`src/rtl/fft8_frame_sequencer.sv`:
```
// fft8_frame_sequencer
// Collects eight serial samples into a frame and launches it into an external
// 8-lane datapath. The datapath result is captured into an output buffer and
// streamed out one lane per beat. Refilling the input frame overlaps with
// draining the previous result.
module fft8_frame_sequencer #(
   parameter int W      = 8,
   parameter int DP_LAT = 0
) (
   input  logic             clk,
   input  logic             rst_n,
   input  logic             s_valid,
   input  logic [W-1:0]     s_data,
   output logic             s_ready,
   output logic [8*W-1:0]   dp_in,
   output logic             dp_start,
   input  logic [8*W-1:0]   dp_out,
   output logic             m_valid,
   output logic [W-1:0]     m_data,
   input  logic             m_ready,
   output logic             m_last,
   output logic             busy,
   output logic [7:0]       frames_done
);

   // Last lat_cnt value of a run; the result is captured at the edge ending it.
   localparam logic [2:0] LAT_LAST = 3'(DP_LAT);

   typedef enum logic {
      DP_IDLE,
      DP_RUN
   } dp_state_t;

   dp_state_t      r_state;
   dp_state_t      w_state_next;

   logic           r_in_en;
   logic [3:0]     r_in_cnt;
   logic [W-1:0]   r_in_buf  [8];
   logic [W-1:0]   r_out_buf [8];
   logic           r_out_full;
   logic [2:0]     r_rd_idx;
   logic [2:0]     r_lat_cnt;
   logic [2:0]     w_lat_cnt_next;
   logic [7:0]     r_frames_done;

   logic           w_accept;
   logic           w_capture;
   logic           w_drain;
   logic           w_last_beat;
   logic [3:0]     w_in_cnt_next;
   logic           w_out_full_next;

   // s_ready is held low until the first clock edge after reset release.
   assign s_ready         = r_in_en & ~r_in_cnt[3];
   assign w_accept        = s_valid & s_ready;
   assign w_capture       = (r_state == DP_RUN) && (r_lat_cnt == LAT_LAST);
   assign w_drain         = r_out_full & m_ready;
   assign w_last_beat     = w_drain & (r_rd_idx == 3'd7);
   assign w_in_cnt_next   = w_capture ? 4'd0 :
                            (w_accept ? r_in_cnt + 4'd1 : r_in_cnt);
   assign w_out_full_next = w_capture | (r_out_full & ~w_last_beat);

   assign m_valid     = r_out_full;
   assign m_data      = r_out_buf[r_rd_idx];
   assign m_last      = r_out_full & (r_rd_idx == 3'd7);
   assign busy        = (r_in_cnt != 4'd0) | (r_state == DP_RUN) | r_out_full;
   assign frames_done = r_frames_done;

   generate
      for (genvar gi = 0; gi < 8; gi++) begin : g_lane
         assign dp_in[W*gi +: W] = r_in_buf[gi];

         // Input lane gi takes the sample that arrives as beat gi of the frame.
         always_ff @(posedge clk) begin
            if (w_accept && (r_in_cnt[2:0] == 3'(gi))) begin
               r_in_buf[gi] <= s_data;
            end
         end

         // Output lane gi is loaded from the datapath at the capture edge.
         always_ff @(posedge clk) begin
            if (w_capture) begin
               r_out_buf[gi] <= dp_out[W*gi +: W];
            end
         end
      end
   endgenerate

   // Input-side enable and fill counter.
   always_ff @(posedge clk or negedge rst_n) begin
      if (!rst_n) begin
         r_in_en  <= 1'b0;
         r_in_cnt <= 4'd0;
      end else begin
         r_in_en  <= 1'b1;
         r_in_cnt <= w_in_cnt_next;
      end
   end

   // Output-side occupancy, read pointer and completed-frame counter.
   always_ff @(posedge clk or negedge rst_n) begin
      if (!rst_n) begin
         r_out_full    <= 1'b0;
         r_rd_idx      <= 3'd0;
         r_frames_done <= 8'd0;
      end else begin
         r_out_full <= w_out_full_next;
         if (w_drain) begin
            r_rd_idx <= r_rd_idx + 3'd1;
         end
         if (w_last_beat) begin
            r_frames_done <= r_frames_done + 8'd1;
         end
      end
   end

   // Datapath FSM state and latency counter.
   always_ff @(posedge clk or negedge rst_n) begin
      if (!rst_n) begin
         r_state   <= DP_IDLE;
         r_lat_cnt <= 3'd0;
      end else begin
         r_state   <= w_state_next;
         r_lat_cnt <= w_lat_cnt_next;
      end
   end

   // Launch as soon as the next-cycle view shows a full input frame and a free
   // output buffer; dp_start is therefore a function of registered state only.
   always_comb begin
      w_state_next   = r_state;
      w_lat_cnt_next = r_lat_cnt;
      dp_start       = 1'b0;
      case (r_state)
         DP_IDLE: begin
            w_lat_cnt_next = 3'd0;
            if ((w_in_cnt_next == 4'd8) && !w_out_full_next) begin
               w_state_next = DP_RUN;
            end
         end
         DP_RUN: begin
            dp_start = (r_lat_cnt == 3'd0);
            if (w_capture) begin
               w_state_next   = DP_IDLE;
               w_lat_cnt_next = 3'd0;
            end else begin
               w_lat_cnt_next = r_lat_cnt + 3'd1;
            end
         end
         default: begin
            w_state_next   = DP_IDLE;
            w_lat_cnt_next = 3'd0;
         end
      endcase
   end

endmodule

```
`config.mk`:
```
export PLATFORM = sky130hd
export DESIGN_NAME = fft8_frame_sequencer
export DESIGN_NICKNAME = d
export VERILOG_FILES = /design/src/rtl/fft8_frame_sequencer.sv
export SDC_FILE = /design/constraint.sdc
export NUM_CORES = 1
export LEC_CHECK = 0
export ABC_CLOCK_PERIOD_IN_PS = 4400
export CAP_MARGIN = 10
export CORE_UTILIZATION = 52
export CTS_BUF_LIST = sky130_fd_sc_hd__clkbuf_4
export CTS_CLUSTER_DIAMETER = 200
export DETAILED_ROUTE_END_ITERATION = 6
export PLACE_DENSITY = 0.86
export RECOVER_POWER = 25
export SLEW_MARGIN = 20
export SYNTH_ARGS = -nofsm -noshare
export SYNTH_HDL_FRONTEND = slang
export SYNTH_SLANG_ARGS = --single-unit
```
`constraint.sdc`:
```
create_clock -name clk -period 4.4 [get_ports clk]
set_input_delay 0.88 -clock clk [delete_from_list [all_inputs] [get_ports clk]]
set_output_delay 0.88 -clock clk [all_outputs]
set_load 0.05 [all_outputs]
```
==> results of run 1 <==
==> metal layers <==
metal	track usage	up-vias	routed length [um]
met5	0	-	0
met4	0.0653	0	65
met3	0.0752	6	861
met2	0.310	144	4720
met1	0.214	1400	3870
li1	-	1383	-
==> worst register-to-register path, cell delays in order, from the launching register on <==
cell and delay [ns]:
dfrtp_1 0.71, buf_4 0.33, ha_1 0.20, ha_1 0.18, nand4_1 0.19, nor4_1 0.41
xor2_1 0.17
==> power by group <==
group / total (W) / switching, W / internal (W)
registers: 0.00174 / 0.000126 / 0.00162
logic: 0.00106 / 0.000595 / 0.000469
clock network: 0.000827 / 0.000519 / 0.000309
==> registers in the layout, summed over array words and instances (netlist names) <==
name         flops
r_lat_cnt        3
r_state          1
r_rd_idx         3
frames_done      8
r_out_buf       64
r_in_cnt         4
m_valid          1
r_in_en          1
r_in_buf        64
==> logic make-up after synthesis <==
kind of cell,after synthesis,share of synthesized area
flip-flops,149,0.801
AND/OR/NAND/NOR,45,0.0450
multiplexers,29,0.0925
buffers and inverters,13,0.0133
adder cells (fa/ha/maj),11,0.0252
XOR/XNOR,8,0.0129
AO/OA/AOI/OAI,7,0.00918
other,1,0.000688
==> per-stage QoR <==
stage / setup slack, ns / area, um2 / utilization / hold WS (ns)
6_report: 0.472 / 7490 / 0.732 / 0.483
2_1_floorplan: 1.96 / 5450 / - / 0.430
3_3_place_gp: 1.03 / 7190 / 0.703 / 0.445
4_1_cts: 0.392 / 7470 / 0.731 / 0.488
3_5_place_dp: 0.978 / 7190 / 0.703 / 0.465
5_1_grt: 0.274 / 7490 / 0.732 / 0.497
==> cells in the final DEF (no fill, tap or decap), types with 2 or more instances in the layout <==
master	instances
clkbuf_4	17
buf_4	2
diode_2	7
xnor2_1	3
nand2b_1	2
nor3_1	3
mux4_2	16
dfrtp_1	21
and3b_1	2
inv_1	6
mux2_2	11
edfxtp_1	128
a21oi_1	4
mux2i_1	2
nor2b_1	2
inv_8	3
nor4_1	2
xor2_1	5
nand2_1	14
ha_1	11
and2_1	3
nor2_1	4
dlygate4sd3_1	68
and3_1	7
inv_6	9
clkdlybuf4s50_1	92
==> layout make-up <==
cell class	count	area (um2)	area share
Clock buffer	17	128	0.0170
Tap cell	136	170	0.0227
Inverter	6	22.5	0.00301
Sequential cell	149	4370	0.583
Timing Repair Buffer	162	1620	0.216
Clock inverter	15	156	0.0209
Multi-Input combinational cell	101	1010	0.135
Antenna cell	7	17.5	0.00234
==> how the worst max path moves through the flow <==
stage | endpoint | slack [ns] | depth (start not counted)
after global placement | m_data[1] | 1.03 | 4
after floorplan | m_data[0] | 1.96 | 4
final | m_data[1] | 0.47 | 4
after global routing | m_data[2] | 0.27 | 4
after CTS | m_data[6] | 0.39 | 4
after detailed placement | m_data[6] | 0.98 | 4
==> results.md, run 1 <==
* Inst Count DP at 554
* Top-level I/O count at 161
* Worst Hold Path EP: frames_done[7]
* Maximum buffer depth of the clock tree at 2
* Clock latency on the worst-skew pair at 0.51 ns
* Outcome: completed
* Layout cell share with drive strength beyond 1 at 0.142
* Syn Nets at 350
* CP Class: reg -> out
* Maximum vdd ir drop at 0.405 mV
* Hold Crit Class: reg -> reg
* Ranking of synthesized cells by area: edfxtp_1 (70%), dfrtp_1 (9.6%), mux4_2 (6.6%)
* Most frequent cell after synthesis: edfxtp_1
* Cts repair resizes at 0
* RSZ-0062 raised after global routing: no
* CTS sink count at 149
* # nets final at 524
* Fmax at 0.255 GHz
* CTS tree: yes
* Avg Cell Area, Syn at 20.7 um2
* Core area at 10200 um2
* Register bit total from synthesis at 149
* Cell Pwr Density at 485 nW/um2
* Global-route wire length before repair at 14.8 mm
* ANT nets after route at 0
* Pre-antenna DRT Iters at 4
* Via count at 2933
* CP bufs+invs at 2
* FP Rows at 37
* Post-Route WL at 9.52 mm
* Routability cong. at 0.697
* Setup TNS at 0 ns
* H-tree depth at 4
* WHS Path Cells at 1
* Post-synth top flop: edfxtp_1
* Pins Over Slew Limit at 0
* Worst R2R Setup Slack at 2.17 ns
* Non-Filler Instances at 593
* Largest net degree at the start of global routing at 70
* Hold buffers post-CTS at 0
* Reg-to-reg critical path endpoint: frames_done[7]
* CP max stage delay at 0.72 ns
* DP HPWL at 6.85 mm
* Crit path DAT at 3.05 ns
* Avg WL per Cell at 16.1 um
* Slew headroom at 0.386
* Final Cycle Share at 0.893
* P&R area growth vs syn at 37.4%
* DRT iter0 DRCs at 128
* WP data required at 3.52 ns
* Port buffer count at 160
* CTS Buf Count at 17
* Syn Inst Count at 263
* CTS Root Buffer Type: clkbuf_4
* Vias in the first global route at 3017
* Leakage at 2.70 nW
* Starting Density at 0.533
* Initial antenna violation count at 7
* Fill count at 617
* Critical path startpoint category: flop
* Crit. End Element: output pin
* Post-synthesis sequential area ratio at 0.801
* Setup violators final at 0
* CP delay by family, top: buffers and inverters
* Die Ht at 104 um
* Setup Buffers After CTS at 0
* Crit-path slowest cell: clkdlybuf4s50_1
* Slew @ Worst Pin at 0.918 ns
* Cell variety after synth at 31
* Power Total at 0.00363 W
* Netlist Area Pre-Place at 5450 um2
* Hold wc startpoint: frames_done[7]
* Reg2reg start: r_rd_idx[0]
* R2R cell count at 6
* Number of flops mapped to enable cells by yosys at 128
* Final Hold Fails at 0
* Period minus WS final at 3.93 ns
* Ys Warns at 0
* Cell taking the most area after synthesis: edfxtp_1
* CP Max Fanout at 10
* Max cap viols at 0
* Top post-synthesis cells by count: edfxtp_1 (128), dfrtp_1 (21), mux4_2 (16)
* Setup crit start: r_rd_idx[0]
* Area share of the largest cell type after synthesis at 0.705
* Post-route DRC at 0
* Post-synth ARST share at 0.141
* DR vias/cell at 4.95
* Worst Skew at 0.0220 ns
* GR Overflow Total at 0
* Die Area at 10900 um2
* GRT Overall Usage at 0.185
* Die width at 104 um
* Crit path cell chain: buf_4 > mux4_2 > mux2_2 > clkdlybuf4s50_1
* Clock Pin Slew Worst Setup and Hold Paths at 0.13 ns
No activity file was read; power rests on OpenSTA's default activity.
==> run 2, diff against run 1 <==
- ABC_AREA: unset -> 1
- CORE_UTILIZATION: 52 -> 53
- PLACE_DENSITY: 0.86 -> 0.87
==> run 2 against run 1 <==
Global-route usage grew 3.4 points. Combinational power grew 30%. Sequential power grew 6%. Via count grew 23%. Synthesized cell count grew 47%. Clock power grew 4.1%. Wire length grew 18%. Cell count grew 20%.
==> results.md, run 2 <==
* Area share of the largest cell type after synthesis at 0.690
* Simple-gate share of the synthesized area at 0.0972
* Reg-to-reg critical path endpoint: frames_done[6]
* WP data required at 3.52 ns
* ANT nets after route at 0
* Netlist Area Pre-Place at 5570 um2
* Post-synth ARST share at 0.141
* Global-route wire length before repair at 17.9 mm
* Final Cycle Share at 0.900
* Maximum buffer depth of the clock tree at 2
* Number of flops mapped to enable cells by yosys at 128
* Reg2reg start: r_rd_idx[1]
* N_diodes at 0
* Post-Route WL at 11.2 mm
* Post-synthesis sequential area ratio at 0.784
* Cell Pwr Density at 534 nW/um2
* Most frequent cell after synthesis: edfxtp_1
* Max cap viols at 0
* Largest net degree at the start of global routing at 65
* Slew @ Worst Pin at 0.976 ns
* Layout cell share with drive strength beyond 1 at 0.0870
* Fill count at 667
* Fmax at 0.253 GHz
* GR Layer Usage met2 at 0.358
* Synth Area in Compound Gates at 0.0483
* Register bit total from synthesis at 149
* GRT Overall Usage at 0.219
* Crit-path slowest cell: clkdlybuf4s50_1
* Via count at 3594
* Post-synth top flop: edfxtp_1
* Top post-synthesis cells by count: edfxtp_1 (128), nor2_1 (60), o21ai_0 (44)
* Syn Nets at 473
* Die width at 105 um
* Most common cell after layout, fill and taps aside: edfxtp_1
* Outcome: completed
* Syn Inst Count at 386
* Clock latency on the worst-skew pair at 0.52 ns
* Post-route DRC at 0
* Hold buffers post-CTS at 0
* Ys Warns at 0
* Pre-antenna DRT Iters at 5
* CTS sink count at 149
* Die Ht at 105 um
* DRT iter0 DRCs at 257
* CTS Buf Count at 17
* Clock Pin Slew Worst Setup and Hold Paths at 0.11 ns
* Inst Count DP at 679
* R2R cell count at 8
* DP HPWL at 8.09 mm
* CP Depth at 6
* Top-level I/O count at 161
* Die Area at 10900 um2
* Non-Filler Instances at 711
* Critical path startpoint category: flop
* Starting Density at 0.542
* Setup violators final at 0
* Crit path cell chain: inv_2 > o21ai_0 > o21ai_0 > nand2_1 > nand2_1 > clkdlybuf4s50_1
* Pins Over Slew Limit at 0
* CTS tree: yes
* H-tree depth at 4
* Ranking of synthesized cells by area: edfxtp_1 (69%), dfrtp_1 (9.4%), nor2_1 (4.0%)
* Final Core Density at 0.744
* Adder and majority gate portion of the synthesized area at 0.0247
* Routability cong. at 0.833
* Core area at 10300 um2
* Met3 Use GR at 0.0561
* M1 GR Usage at 0.267
* WHS Path Cells at 1
* Global route hottest layer: met2
* Period minus WS final at 3.96 ns
* Leakage at 2.84 nW
* CP Max Fanout at 33
* Worst R2R Setup Slack at 2.15 ns
* Cell taking the most area after synthesis: edfxtp_1
* CP bufs+invs at 2
* Crit. End Element: output pin
* GR Overflow Total at 0
* RSZ-0062 raised after global routing: no
* Maximum vdd ir drop at 0.369 mV
* Crit path DAT at 3.08 ns
* Cts repair resizes at 0
* Power Total at 0.00408 W
* Hold Crit Class: reg -> reg
* P&R area growth vs syn at 37.2%
* Slew headroom at 0.349
* Final Hold Fails at 0
* Vias in the first global route at 3578
* Avg Cell Area, Syn at 14.4 um2
* Worst Skew at 0.00892 ns
* DR vias/cell at 5.05
* # nets final at 649
* Setup Buffers After CTS at 0
* FP Rows at 37
* CTS Root Buffer Type: clkbuf_4
* Largest family of logic cells by synthesized area: simple AND/OR/NAND/NOR gates
* CP Class: reg -> out
* Cell variety after synth at 29
* Setup crit start: r_rd_idx[0]
* Avg WL per Cell at 15.8 um
* Port buffer count at 160
* Commonest cells after routing, fill and taps aside: edfxtp_1 (128), clkdlybuf4s50_1 (91), dlygate4sd3_1 (69), nor2_1 (60), o21ai_0 (44)
* Synth Area in XOR/XNOR at 0.0126
* Initial antenna violation count at 0
* Mux cell area share after synthesis at 0.00404
* CP max stage delay at 0.70 ns
* CP delay by family, top: buffers and inverters
* Setup TNS at 0 ns
* Worst Setup EP: m_data[4]
run 2: cell count changes after synthesis, moves of 6 or more:
cell / previous run / this run
mux4_2: 16 / 0
and3_1: 7 / 0
nand3_1: 1 / 7
mux2_2: 11 / 2
nor2_1: 4 / 60
o21ai_1: 0 / 7
inv_1: 6 / 25
o21ai_0: 0 / 44
nand2_1: 14 / 39
run 2: worst min path at each step:
| stage | startpoint | end | slack, ns |
|---|---|---|---|
| 3_3_place_gp | r_lat_cnt[0] | r_lat_cnt[0] | 0.44 |
| 2_1_floorplan | r_lat_cnt[0] | r_lat_cnt[0] | 0.43 |
| 6_report | r_lat_cnt[0] | r_lat_cnt[0] | 0.47 |
| 3_5_place_dp | r_lat_cnt[0] | r_lat_cnt[0] | 0.46 |
| 4_1_cts | r_lat_cnt[0] | r_lat_cnt[0] | 0.48 |
| 5_1_grt | r_lat_cnt[0] | r_lat_cnt[0] | 0.51 |
run 2: layout make-up:
| cell class | count | area (um2) | area share |
|---|---|---|---|
| clock inverters | 14 | 160 | 0.0209 |
| inverters | 28 | 105 | 0.0137 |
| repair buffers | 168 | 1660 | 0.217 |
| clock buffers | 18 | 135 | 0.0177 |
| well taps | 136 | 170 | 0.0223 |
| multi-input cells | 198 | 1040 | 0.137 |
| flip-flops and latches | 149 | 4370 | 0.571 |
run 2: metrics by stage:
step	area, um2	hold slack [ns]	worst slack (ns)
floorplan	5570	0.432	1.19
global placement	7350	0.442	1.15
detailed placement	7350	0.462	1.11
CTS	7650	0.478	0.495
global route	7650	0.514	0.362
finish	7650	0.473	0.442
run 2: routing by layer:
| metal | routed length [um] | up-vias |
|---|---|---|
| met5 | 0 | - |
| met2 | 5590 | 189 |
| met4 | 305 | 0 |
| met3 | 824 | 25 |
| met1 | 4500 | 1675 |
| li1 | - | 1705 |
run 2: worst reg2reg max path: stages, from the launching register on:
cell and delay (ns):
dfrtp_1 1.00, ha_1 0.29, ha_1 0.17, inv_1 0.10
nor2_8 0.16, nand2_2 0.09, nor2_4 0.11, nand3_1 0.09
xnor2_1 0.14
run 2: kinds of logic (layout without fill, tap and decap cells):
kind of cell	count (synthesis)	in the layout
AOI/OAI and AO/OA	53	53
and+or+nand+nor	123	123
other	1	1
adders and majority gates	11	11
buffers and inverters	39	228
xor gates and xnor gates	8	8
muxes	2	2
DFF	149	149
run 2: report_power, final:
part / switching [W] / internal [W] / total [W]
Sequential: 0.000155 / 0.00168 / 0.00184
Combinational: 0.000926 / 0.000457 / 0.00138
Clock: 0.000465 / 0.000395 / 0.000861
Total: 0.00155 / 0.00254 / 0.00408
==> run 3, diff against run 2 <==
- CTS_CLUSTER_SIZE: unset -> 40
- SLEW_MARGIN: 20 -> unset
==> results of run 3 <==
No change in the layout: final DEF, timing and power equal those of run 2.
